<file path="config.mk">
export PLATFORM = sky130hd
export DESIGN_NAME = canvas_write_arbiter_flat
export DESIGN_NICKNAME = d
export VERILOG_FILES = /design/src/rtl/canvas_pkg.sv /design/src/rtl/canvas_write_arbiter_if.sv /design/src/rtl/clear_addr_gen.sv /design/src/rtl/canvas_write_arbiter.sv /design/src/flat_wrapper.sv
export SDC_FILE = /design/constraint.sdc
export NUM_CORES = 1
export LEC_CHECK = 0
export BUFFER_PORTS_ARGS = -buffer_cell sky130_fd_sc_hd__buf_2
export CORE_ASPECT_RATIO = 0.6
export CORE_MARGIN = 5
export CORE_UTILIZATION = 56
export CTS_CLUSTER_SIZE = 20
export DETAILED_ROUTE_END_ITERATION = 10
export PLACE_DENSITY_LB_ADDON = 0.12
export SYNTH_ARGS = -nofsm -noshare
export SYNTH_HDL_FRONTEND = slang
export SYNTH_SLANG_ARGS = --single-unit
</file>
<file path="constraint.sdc">
create_clock -name clk -period 2.71 [get_ports clk]
set_input_delay 0.542 -clock clk [delete_from_list [all_inputs] [get_ports clk]]
set_output_delay 0.542 -clock clk [all_outputs]
set_load 0.01 [all_outputs]
</file>
<file path="src/rtl/canvas_pkg.sv">
// Shared definitions for the canvas write-port arbiter.
package canvas_pkg;

  localparam int unsigned AddrWDefault = 10;
  localparam int unsigned CanvasDepth  = 1 << AddrWDefault;

  typedef enum logic [1:0] {
    StIdle,
    StClear,
    StDone
  } arb_state_e;

endpackage

</file>
<file path="src/rtl/canvas_write_arbiter_if.sv">
// Pen request, clear control and canvas memory write-port signal bundle.
interface canvas_write_arbiter_if #(
  parameter int unsigned ADDR_W = canvas_pkg::AddrWDefault
);

  logic              pen_req;
  logic [ADDR_W-1:0] pen_addr;
  logic              pen_data;
  logic              pen_ack;
  logic              clear_start;
  logic              clear_busy;
  logic              clear_done;
  logic              mem_we;
  logic [ADDR_W-1:0] mem_addr;
  logic              mem_din;

  // Requester / memory side.
  modport master (
    output pen_req, pen_addr, pen_data, clear_start,
    input  pen_ack, clear_busy, clear_done, mem_we, mem_addr, mem_din
  );

  // Arbiter side.
  modport slave (
    input  pen_req, pen_addr, pen_data, clear_start,
    output pen_ack, clear_busy, clear_done, mem_we, mem_addr, mem_din
  );

endinterface

</file>
<file path="src/rtl/clear_addr_gen.sv">
// Clear-sweep address counter: load to zero, increment, saturate at the last address.
module clear_addr_gen
  import canvas_pkg::*;
#(
  parameter int unsigned ADDR_W = AddrWDefault
) (
  input  logic              clk_i,
  input  logic              rst_ni,
  input  logic              load_i,
  input  logic              inc_i,
  output logic [ADDR_W-1:0] addr_o,
  output logic              last_o
);

  logic [ADDR_W-1:0] addr_q, addr_d;

  always_comb begin
    addr_d = addr_q;
    if (load_i) begin
      addr_d = '0;
    end else if (inc_i && !last_o) begin
      addr_d = addr_q + ADDR_W'(1);
    end
  end

  always_ff @(posedge clk_i or negedge rst_ni) begin
    if (!rst_ni) begin
      addr_q <= '0;
    end else begin
      addr_q <= addr_d;
    end
  end

  assign addr_o = addr_q;
  assign last_o = &addr_q;

endmodule

</file>
<file path="src/rtl/canvas_write_arbiter.sv">
// Arbitrates the single canvas write port between a pen requester and a full-canvas clear
// sweep; all outputs are registered.
module canvas_write_arbiter
  import canvas_pkg::*;
#(
  parameter int unsigned ADDR_W    = AddrWDefault,
  parameter logic        CLEAR_VAL = 1'b0
) (
  input logic                   clk,
  input logic                   rst,
  canvas_write_arbiter_if.slave bus
);

  arb_state_e state_q, state_d;

  logic              pen_ack_q, pen_ack_d;
  logic              busy_q, busy_d;
  logic              done_q, done_d;
  logic              we_q, we_d;
  logic [ADDR_W-1:0] addr_q, addr_d;
  logic              din_q, din_d;

  // Last committed pen write, used to drop redundant rewrites.
  logic              rec_valid_q, rec_valid_d;
  logic [ADDR_W-1:0] rec_addr_q, rec_addr_d;
  logic              rec_data_q, rec_data_d;

  logic              cnt_load, cnt_inc, cnt_last;
  logic [ADDR_W-1:0] cnt_addr;
  logic              rec_hit;

  clear_addr_gen #(
    .ADDR_W(ADDR_W)
  ) u_clear_addr_gen (
    .clk_i (clk),
    .rst_ni(rst),
    .load_i(cnt_load),
    .inc_i (cnt_inc),
    .addr_o(cnt_addr),
    .last_o(cnt_last)
  );

  assign rec_hit = rec_valid_q && (rec_addr_q == bus.pen_addr) && (rec_data_q == bus.pen_data);

  always_comb begin
    state_d     = state_q;
    pen_ack_d   = 1'b0;
    busy_d      = 1'b0;
    done_d      = 1'b0;
    we_d        = 1'b0;
    addr_d      = addr_q;
    din_d       = din_q;
    rec_valid_d = rec_valid_q;
    rec_addr_d  = rec_addr_q;
    rec_data_d  = rec_data_q;
    cnt_load    = 1'b0;
    cnt_inc     = 1'b0;

    unique case (state_q)
      StIdle: begin
        if (bus.clear_start) begin
          // Clear wins; address 0 is presented right away so the sweep has no lead bubble.
          state_d  = StClear;
          cnt_load = 1'b1;
          we_d     = 1'b1;
          addr_d   = '0;
          din_d    = CLEAR_VAL;
          busy_d   = 1'b1;
        end else if (bus.pen_req) begin
          pen_ack_d = 1'b1;
          if (!rec_hit) begin
            we_d        = 1'b1;
            addr_d      = bus.pen_addr;
            din_d       = bus.pen_data;
            rec_valid_d = 1'b1;
            rec_addr_d  = bus.pen_addr;
            rec_data_d  = bus.pen_data;
          end
        end
      end
      StClear: begin
        // cnt_addr tracks the address currently on the port.
        if (cnt_last) begin
          state_d     = StDone;
          done_d      = 1'b1;
          rec_valid_d = 1'b0;
        end else begin
          cnt_inc = 1'b1;
          we_d    = 1'b1;
          addr_d  = cnt_addr + ADDR_W'(1);
          din_d   = CLEAR_VAL;
          busy_d  = 1'b1;
        end
      end
      StDone: begin
        state_d = StIdle;
      end
      default: begin
        state_d = StIdle;
      end
    endcase
  end

  always_ff @(posedge clk or negedge rst) begin
    if (!rst) begin
      state_q     <= StIdle;
      pen_ack_q   <= 1'b0;
      busy_q      <= 1'b0;
      done_q      <= 1'b0;
      we_q        <= 1'b0;
      addr_q      <= '0;
      din_q       <= 1'b0;
      rec_valid_q <= 1'b0;
      rec_addr_q  <= '0;
      rec_data_q  <= 1'b0;
    end else begin
      state_q     <= state_d;
      pen_ack_q   <= pen_ack_d;
      busy_q      <= busy_d;
      done_q      <= done_d;
      we_q        <= we_d;
      addr_q      <= addr_d;
      din_q       <= din_d;
      rec_valid_q <= rec_valid_d;
      rec_addr_q  <= rec_addr_d;
      rec_data_q  <= rec_data_d;
    end
  end

  assign bus.pen_ack    = pen_ack_q;
  assign bus.clear_busy = busy_q;
  assign bus.clear_done = done_q;
  assign bus.mem_we     = we_q;
  assign bus.mem_addr   = addr_q;
  assign bus.mem_din    = din_q;

endmodule
</file>
<file path="src/flat_wrapper.sv">
// flat-port wrapper written by rule: the top's interface ports become plain ports
module canvas_write_arbiter_flat import canvas_pkg::*;
#(
  parameter int unsigned ADDR_W    = AddrWDefault,
  parameter logic        CLEAR_VAL = 1'b0
)
  (clk, rst, bus_pen_req, bus_pen_addr, bus_pen_data, bus_clear_start, bus_pen_ack, bus_clear_busy, bus_clear_done, bus_mem_we, bus_mem_addr, bus_mem_din);
  canvas_write_arbiter_if #(.ADDR_W(ADDR_W)) bus_i ();
  input logic clk;
  input logic rst;
  input wire logic [$bits(bus_i.pen_req)-1:0] bus_pen_req;
  input wire logic [$bits(bus_i.pen_addr)-1:0] bus_pen_addr;
  input wire logic [$bits(bus_i.pen_data)-1:0] bus_pen_data;
  input wire logic [$bits(bus_i.clear_start)-1:0] bus_clear_start;
  output wire logic [$bits(bus_i.pen_ack)-1:0] bus_pen_ack;
  output wire logic [$bits(bus_i.clear_busy)-1:0] bus_clear_busy;
  output wire logic [$bits(bus_i.clear_done)-1:0] bus_clear_done;
  output wire logic [$bits(bus_i.mem_we)-1:0] bus_mem_we;
  output wire logic [$bits(bus_i.mem_addr)-1:0] bus_mem_addr;
  output wire logic [$bits(bus_i.mem_din)-1:0] bus_mem_din;
  assign bus_i.pen_req = bus_pen_req;
  assign bus_i.pen_addr = bus_pen_addr;
  assign bus_i.pen_data = bus_pen_data;
  assign bus_i.clear_start = bus_clear_start;
  assign bus_pen_ack = bus_i.pen_ack;
  assign bus_clear_busy = bus_i.clear_busy;
  assign bus_clear_done = bus_i.clear_done;
  assign bus_mem_we = bus_i.mem_we;
  assign bus_mem_addr = bus_i.mem_addr;
  assign bus_mem_din = bus_i.mem_din;
  canvas_write_arbiter #(.ADDR_W(ADDR_W), .CLEAR_VAL(CLEAR_VAL)) u_core (.clk(clk), .rst(rst), .bus(bus_i));
endmodule
</file>
## Word-level counts from Yosys, hierarchy flattened

Index checks and enable logic that the tools add are counted.

| cells by class | value |
|---|---|
| multiplexer cells | 34 |
| eq/ne operators | 11 |
| bitwise logic cells | 2 |
| reduce and logical (&&, ||, !) cells | 12 |
| $add $sub $neg | 1 |

Operator list:

| kind | count |
|---|---|
| 2-to-1 mux 10 bit | 6 |
| 2-to-1 mux 1 bit | 20 |
| one-hot mux 10 bit (2 select lines) | 1 |
| != test 2 bit, second input constant | 6 |
| adder 10 x 1 -> 10 bit, second input constant | 1 |
| == test 10 bit | 1 |
| AND reduction 10 bit | 1 |
| one-hot mux 1 bit (2 select lines) | 4 |
| AND reduction 4 bit | 2 |
| != test 3 bit, second input constant | 2 |
| AND reduction 5 bit | 1 |
| 2-to-1 mux 2 bit | 2 |
| one-hot mux 2 bit (2 select lines) | 1 |
| nonzero test 2 bit | 2 |
| logical AND 1 bit | 3 |
| == test 2 x 1 -> 1 bit, second input constant | 1 |
| logical NOT 2 bit | 1 |
| inverter 1 bit | 2 |
| AND reduction 2 bit | 1 |
| == test 1 bit | 1 |
| logical NOT 1 bit | 1 |

| storage, ports and cells | value |
|---|---|
| flip-flop bits (word level) | 39 |
| output and inout port bits | 15 |
| bits of input ports | 15 |
| word-level logic and storage cells | 71 |

## Longest topological paths before layout

| depth | value |
|---|---|
| depth after elaboration | 7 |
| gate-level depth with buffers | 7 |
| depth with buffers taken out | 6 |

## Hierarchy

From an unflattened synthesis, not the netlist that was laid out.

| second synthesis, totals | value |
|---|---|
| cell total of the unflattened synthesis | 187 |
| area total of the unflattened synthesis | 2108.3 µm² |

By module, submodules not included:

| module | area an instance (µm²) | instances | seq. area each (µm²) | cells an instance |
|---|---|---|---|---|
| canvas_write_arbiter | 1547.7 | 1 | 725.7 | 131 |
| clear_addr_gen | 560.5 | 1 | 250.2 | 56 |

## Worst setup path after synthesis

Ideal clock, no wire load.

| timing path | value |
|---|---|
| path type | register -> register |
| from | register u_core.u_clear_addr_gen.addr_q[0], in the netlist u_core.u_clear_addr_gen.addr_o[0] |
| to | register u_core.addr_q[0], in the netlist u_core.bus.mem_addr[0] |
| slack | 805 ps |
| buffers on the path | 1 |
| library setup time | 125 ps |
| arrival time | 1780 ps |
| clock period less this slack | 1905 ps |
| data required time | 2585 ps |
| stages on the path, launching flop included | 8 |
| cell sequence | dfrtp_1 ha_1 nand2_1 nor3_4 a211o_2 o21ai_2 buf_6 mux2_4 |

| between the ends | value |
|---|---|
| longest elaborated chain between the ends | 3 |
| elaborated cells on any way between the ends | 6 |
| those cells by class | add/sub: 1; eq/ne: 1; mux: 2; reduce/logical: 2 |

RTL lines:

| item | RTL line | text |
|---|---|---|
| start, declared | clear_addr_gen.sv:15 | `logic [ADDR_W-1:0] addr_q, addr_d;` |
| start signal, assigned | clear_addr_gen.sv:30 | `addr_q <= addr_d;` |
| adder 10 x 1 -> 10 bit or AND reduction 10 bit (tied branches) | canvas_write_arbiter.sv:90, clear_addr_gen.sv:35 |  |
| 2-to-1 mux 10 bit or != test 2 bit (tied branches) | -- |  |
| one-hot mux 10 bit (2 select lines) or AND reduction 4 bit (tied branches) | -- |  |
| end signal, assigned | canvas_write_arbiter.sv:122 | `addr_q <= addr_d;` |
| end, declared | canvas_write_arbiter.sv:20 | `logic [ADDR_W-1:0] addr_q, addr_d;` |

Parallel ways exist; a longest one is shown, timed or not. The select of a mux whose other input is x is not followed.
A chain may end at the register's enable or synchronous reset.

## Worst setup path after layout

| timing path | value |
|---|---|
| from | register u_core.u_clear_addr_gen.addr_q[0], in the netlist u_core.u_clear_addr_gen.addr_o[0] |
| to | register u_core.addr_q[2], in the netlist u_core.bus.mem_addr[2] |

The elaborated chain is that of the path after synthesis.

==> metrics.md <==
| Metric | Value |
|---|---|
| Outcome | complete, no violations |
| Max-Slew Margin vs Limit | 43.54% |
| Postcts setup bufs | 0 |
| Core Util, Final | between 60% and 70% |
| Detailed-placement wirelength estimate | 3.096 mm |
| Post-CTS Hold Fix Bufs | 0 |
| Crit. End Element | flop |
| Worst Path Max Fanout | 14 |
| Die H | 55.94 um |
| Starting density of the core | 59.26% |
| Synth Flop Type | dfrtp_1 |
| Asr flop ratio synth | 100.0% |
| Synth Warn # | 0 |
| Synth cell count leaders | dfrtp_1 (39), o21ai_0 (23), xnor2_1 (17) |
| Max-Cap Viols | 0 |
| Final hold vios | 0 |
| Endpoints failing setup | 0 |
| Tot GR Track Use | approximately 18% |
| Period Utilization, post-route | 85.04% |
| Drt first pass iters | 6 |
| DRT antenna net count | 0 |
| Setup TNS | 0 ns |
| Worst R2R Path Depth | 6 |
| Setup ws final | 0.4054 ns |
| Final Max Tran Viols | 0 |
| Synth-to-Final Area Change | 13.53% |
| Total power | between 1.5 and 2 mW |
| Wire per inst | 16.42 um |
| Final Skew | 0.003509 ns |
| Number of global-route vias before repair | 1372 |
| Residual DRC count | 0 |
| Unique masters post-synth | 35 |
| Flops & latches, synth | 39 |
| Die area | about 4800 um2 |
| Crit path to | u_core.bus.mem_addr[2]$_DFFE_PN0P_ |
| Final WL | 4.203 mm |
| Die Wd | roughly 87 um |
| Clk_lat worst skew | slightly below 0.3 ns |
| Yosys top cell area share | 49.56% |
| TritonCTS Sinks | 39 |
| FILL cells | 263 |
| Final GP Congestion | 0.8235 |
| Setup CP Type | reg -> reg |
| CTS tree | built |
| Clk buf depth | 2 |
| First-pass GRT wire length | between 6 and 7 mm |
| R2r startpoint | u_core.u_clear_addr_gen.addr_o[0]$_DFFE_PN0P_ |
| Max Freq | 433.9 MHz |
| Area of the mapped netlist | 1969 um2 |
| Antenna Diode Count | 0 |
| CTS buffer count | 5 |
| Power Density | a little over 800 nW/um2 |
| Grt ovf | 0 |
| # rows | 16 |
| VDD IR-drop max | 0.0005074 V |
| Area leader, netlist | dfrtp_1 |
| RR Endpoint | u_core.bus.mem_addr[2]$_DFFE_PN0P_ |
| Largest net degree at the start of global routing | 40 |
| Post_cts resized | 0 |
| R2R Setup Slk | 0.41 ns |
| Layout cell share with drive strength beyond 1 | 29.86% |
| Count leader, synth | dfrtp_1 |
| Sequential share of the synthesized area | 49.56% |
| Hold WC Path Type | in -> async |
| Slew @ Worst Pin | roughly 0.85 ns |
| # IOs | 30 |
| Core Area | 3323 um2 |
| Worst setup SP type | flop |
| Clk slew on worst S/H paths | 0.07 ns |
| Minimum clock period | between 2 and 2.5 ns |
| CP Data Required Time | 2.89 ns |
| Place WS | 0.4363 ns |
| Htree depth | 2 |
| Syn Nets | 194 |
| Crit. Startpoint | u_core.u_clear_addr_gen.addr_o[0]$_DFFE_PN0P_ |
| Post-synthesis cell count | 178 |
| Initial antenna violation count | 0 |
| Post-DR vias/cell | 5.492 |
| Largest cells by area after synthesis | dfrtp_1 (50%), xnor2_1 (7.6%), mux2_2 (6.9%), mux2_4 (6.1%), o21ai_0 (5.8%) |
| Nets@finish | 226 |
| Port bufs | 29 |
| Crit path DAT | 2.48 ns |
| Syn_area_per_cell | 11.06 um2 |
| Worst hold slack | 0.3541 ns |
| RSZ-0062 raised after global routing | no |
| Leakage | 0.9887 nW |
| Initial drt markers | 83 |
| Post-synth EDFFs | 0 |
| Root buffer cell | clkbuf_8 |
| Vias post-DR | approximately 1400 |
[cell usage in the layout (no fill, tap or decap), types with 2 or more instances in the layout]
cell      count
dfrtp_1      39
buf_2        29
o21ai_0      23
xnor2_1      17
nand2_1      15
nor2_1       12
mux2_2       12
nand3b_1      9
mux2_4        8
inv_1         5
clkbuf_8      5
nor3_1        4
nand4_1       3
nor4_1        2
a21oi_1       2
nand3_1       2
xor2_1        2
clkbuf_1      2
buf_4         2
[critical path: stages (launching register included)]
cell and delay, ns:
dfrtp_1 0.43, ha_1 0.29, nand2_1 0.19, nor3_4 0.06
a211o_2 0.46, o21ai_2 0.35, mux2_2 0.41
[cells by family (layout without fill, tap and decap cells)]
kind of cell | after synthesis | in the layout | share of synthesized area (%)
compound gates | 33 | 33 | 9.721
xor+xnor | 19 | 19 | 8.450
fa+ha+maj | 1 | 1 | 0.6352
buf+inv | 11 | 44 | 2.541
flops | 39 | 39 | 49.56
mux | 21 | 21 | 13.47
simple gates | 54 | 54 | 15.63
[sequential cells by signal, indices dropped and copies added (netlist names)]
| signal | cells |
|---|---|
| u_core.u_clear_addr_gen.addr_o | 10 |
| u_core.bus.mem_addr | 10 |
| u_core.bus.pen_ack | 1 |
| u_core.state_q | 2 |
| u_core.rec_addr_q | 10 |
| u_core.bus.mem_din | 1 |
| u_core.bus.clear_done | 1 |
| u_core.bus.mem_we | 1 |
| u_core.rec_valid_q | 1 |
| u_core.rec_data_q | 1 |
| u_core.bus.clear_busy | 1 |
[final cells by class]
type,count,area [um2],share of cell area (%)
Sequential cell,39,975.9,43.65
Timing Repair Buffer,31,160.2,7.163
Clock inverter,1,5.005,0.2238
Tap cell,45,56.30,2.518
Multi-Input combinational cell,128,943.4,42.19
Clock buffer,7,76.32,3.414
Inverter,5,18.77,0.8394
[worst min path at each step]
stage / endpoint / slack, ns / cells after the start
floorplan: u_core.bus.clear_busy$_DFF_PN0_ / 0.25 / 0
finish: u_core.bus.clear_busy$_DFF_PN0_ / 0.35 / 1
CTS: u_core.bus.clear_busy$_DFF_PN0_ / 0.38 / 1
global placement: u_core.bus.mem_addr[0]$_DFFE_PN0P_ / 0.49 / 1
global route: u_core.bus.mem_addr[1]$_DFFE_PN0P_ / 0.44 / 1
detailed placement: u_core.bus.mem_addr[0]$_DFFE_PN0P_ / 0.49 / 1
[where the power goes]
part / switching, mW / leakage (nW) / internal (mW)
registers: 0.164 / 0.486 / 0.733
logic: 0.255 / 0.460 / 0.283
clock network: 0.192 / 0.0422 / 0.181
total: 0.611 / 0.989 / 1.20
[routing by layer]
metal / wire, um / track usage (%) / vias to the layer above
li1: - / - / 684
met1: 1966 / 26.50 / 669
met2: 1882 / 26.14 / 48
met3: 310 / 6.509 / 5
met4: 44 / 4.667 / 0
met5: 0 / 0 / -
[stage by stage]
step,area (um2),cells
after floorplan,1969,178
after global routing,2236,256
after global placement,2155,248
after CTS,2236,256
after detailed placement,2155,248
final,2236,256
Note: power is estimated with default switching activity, not from simulation.
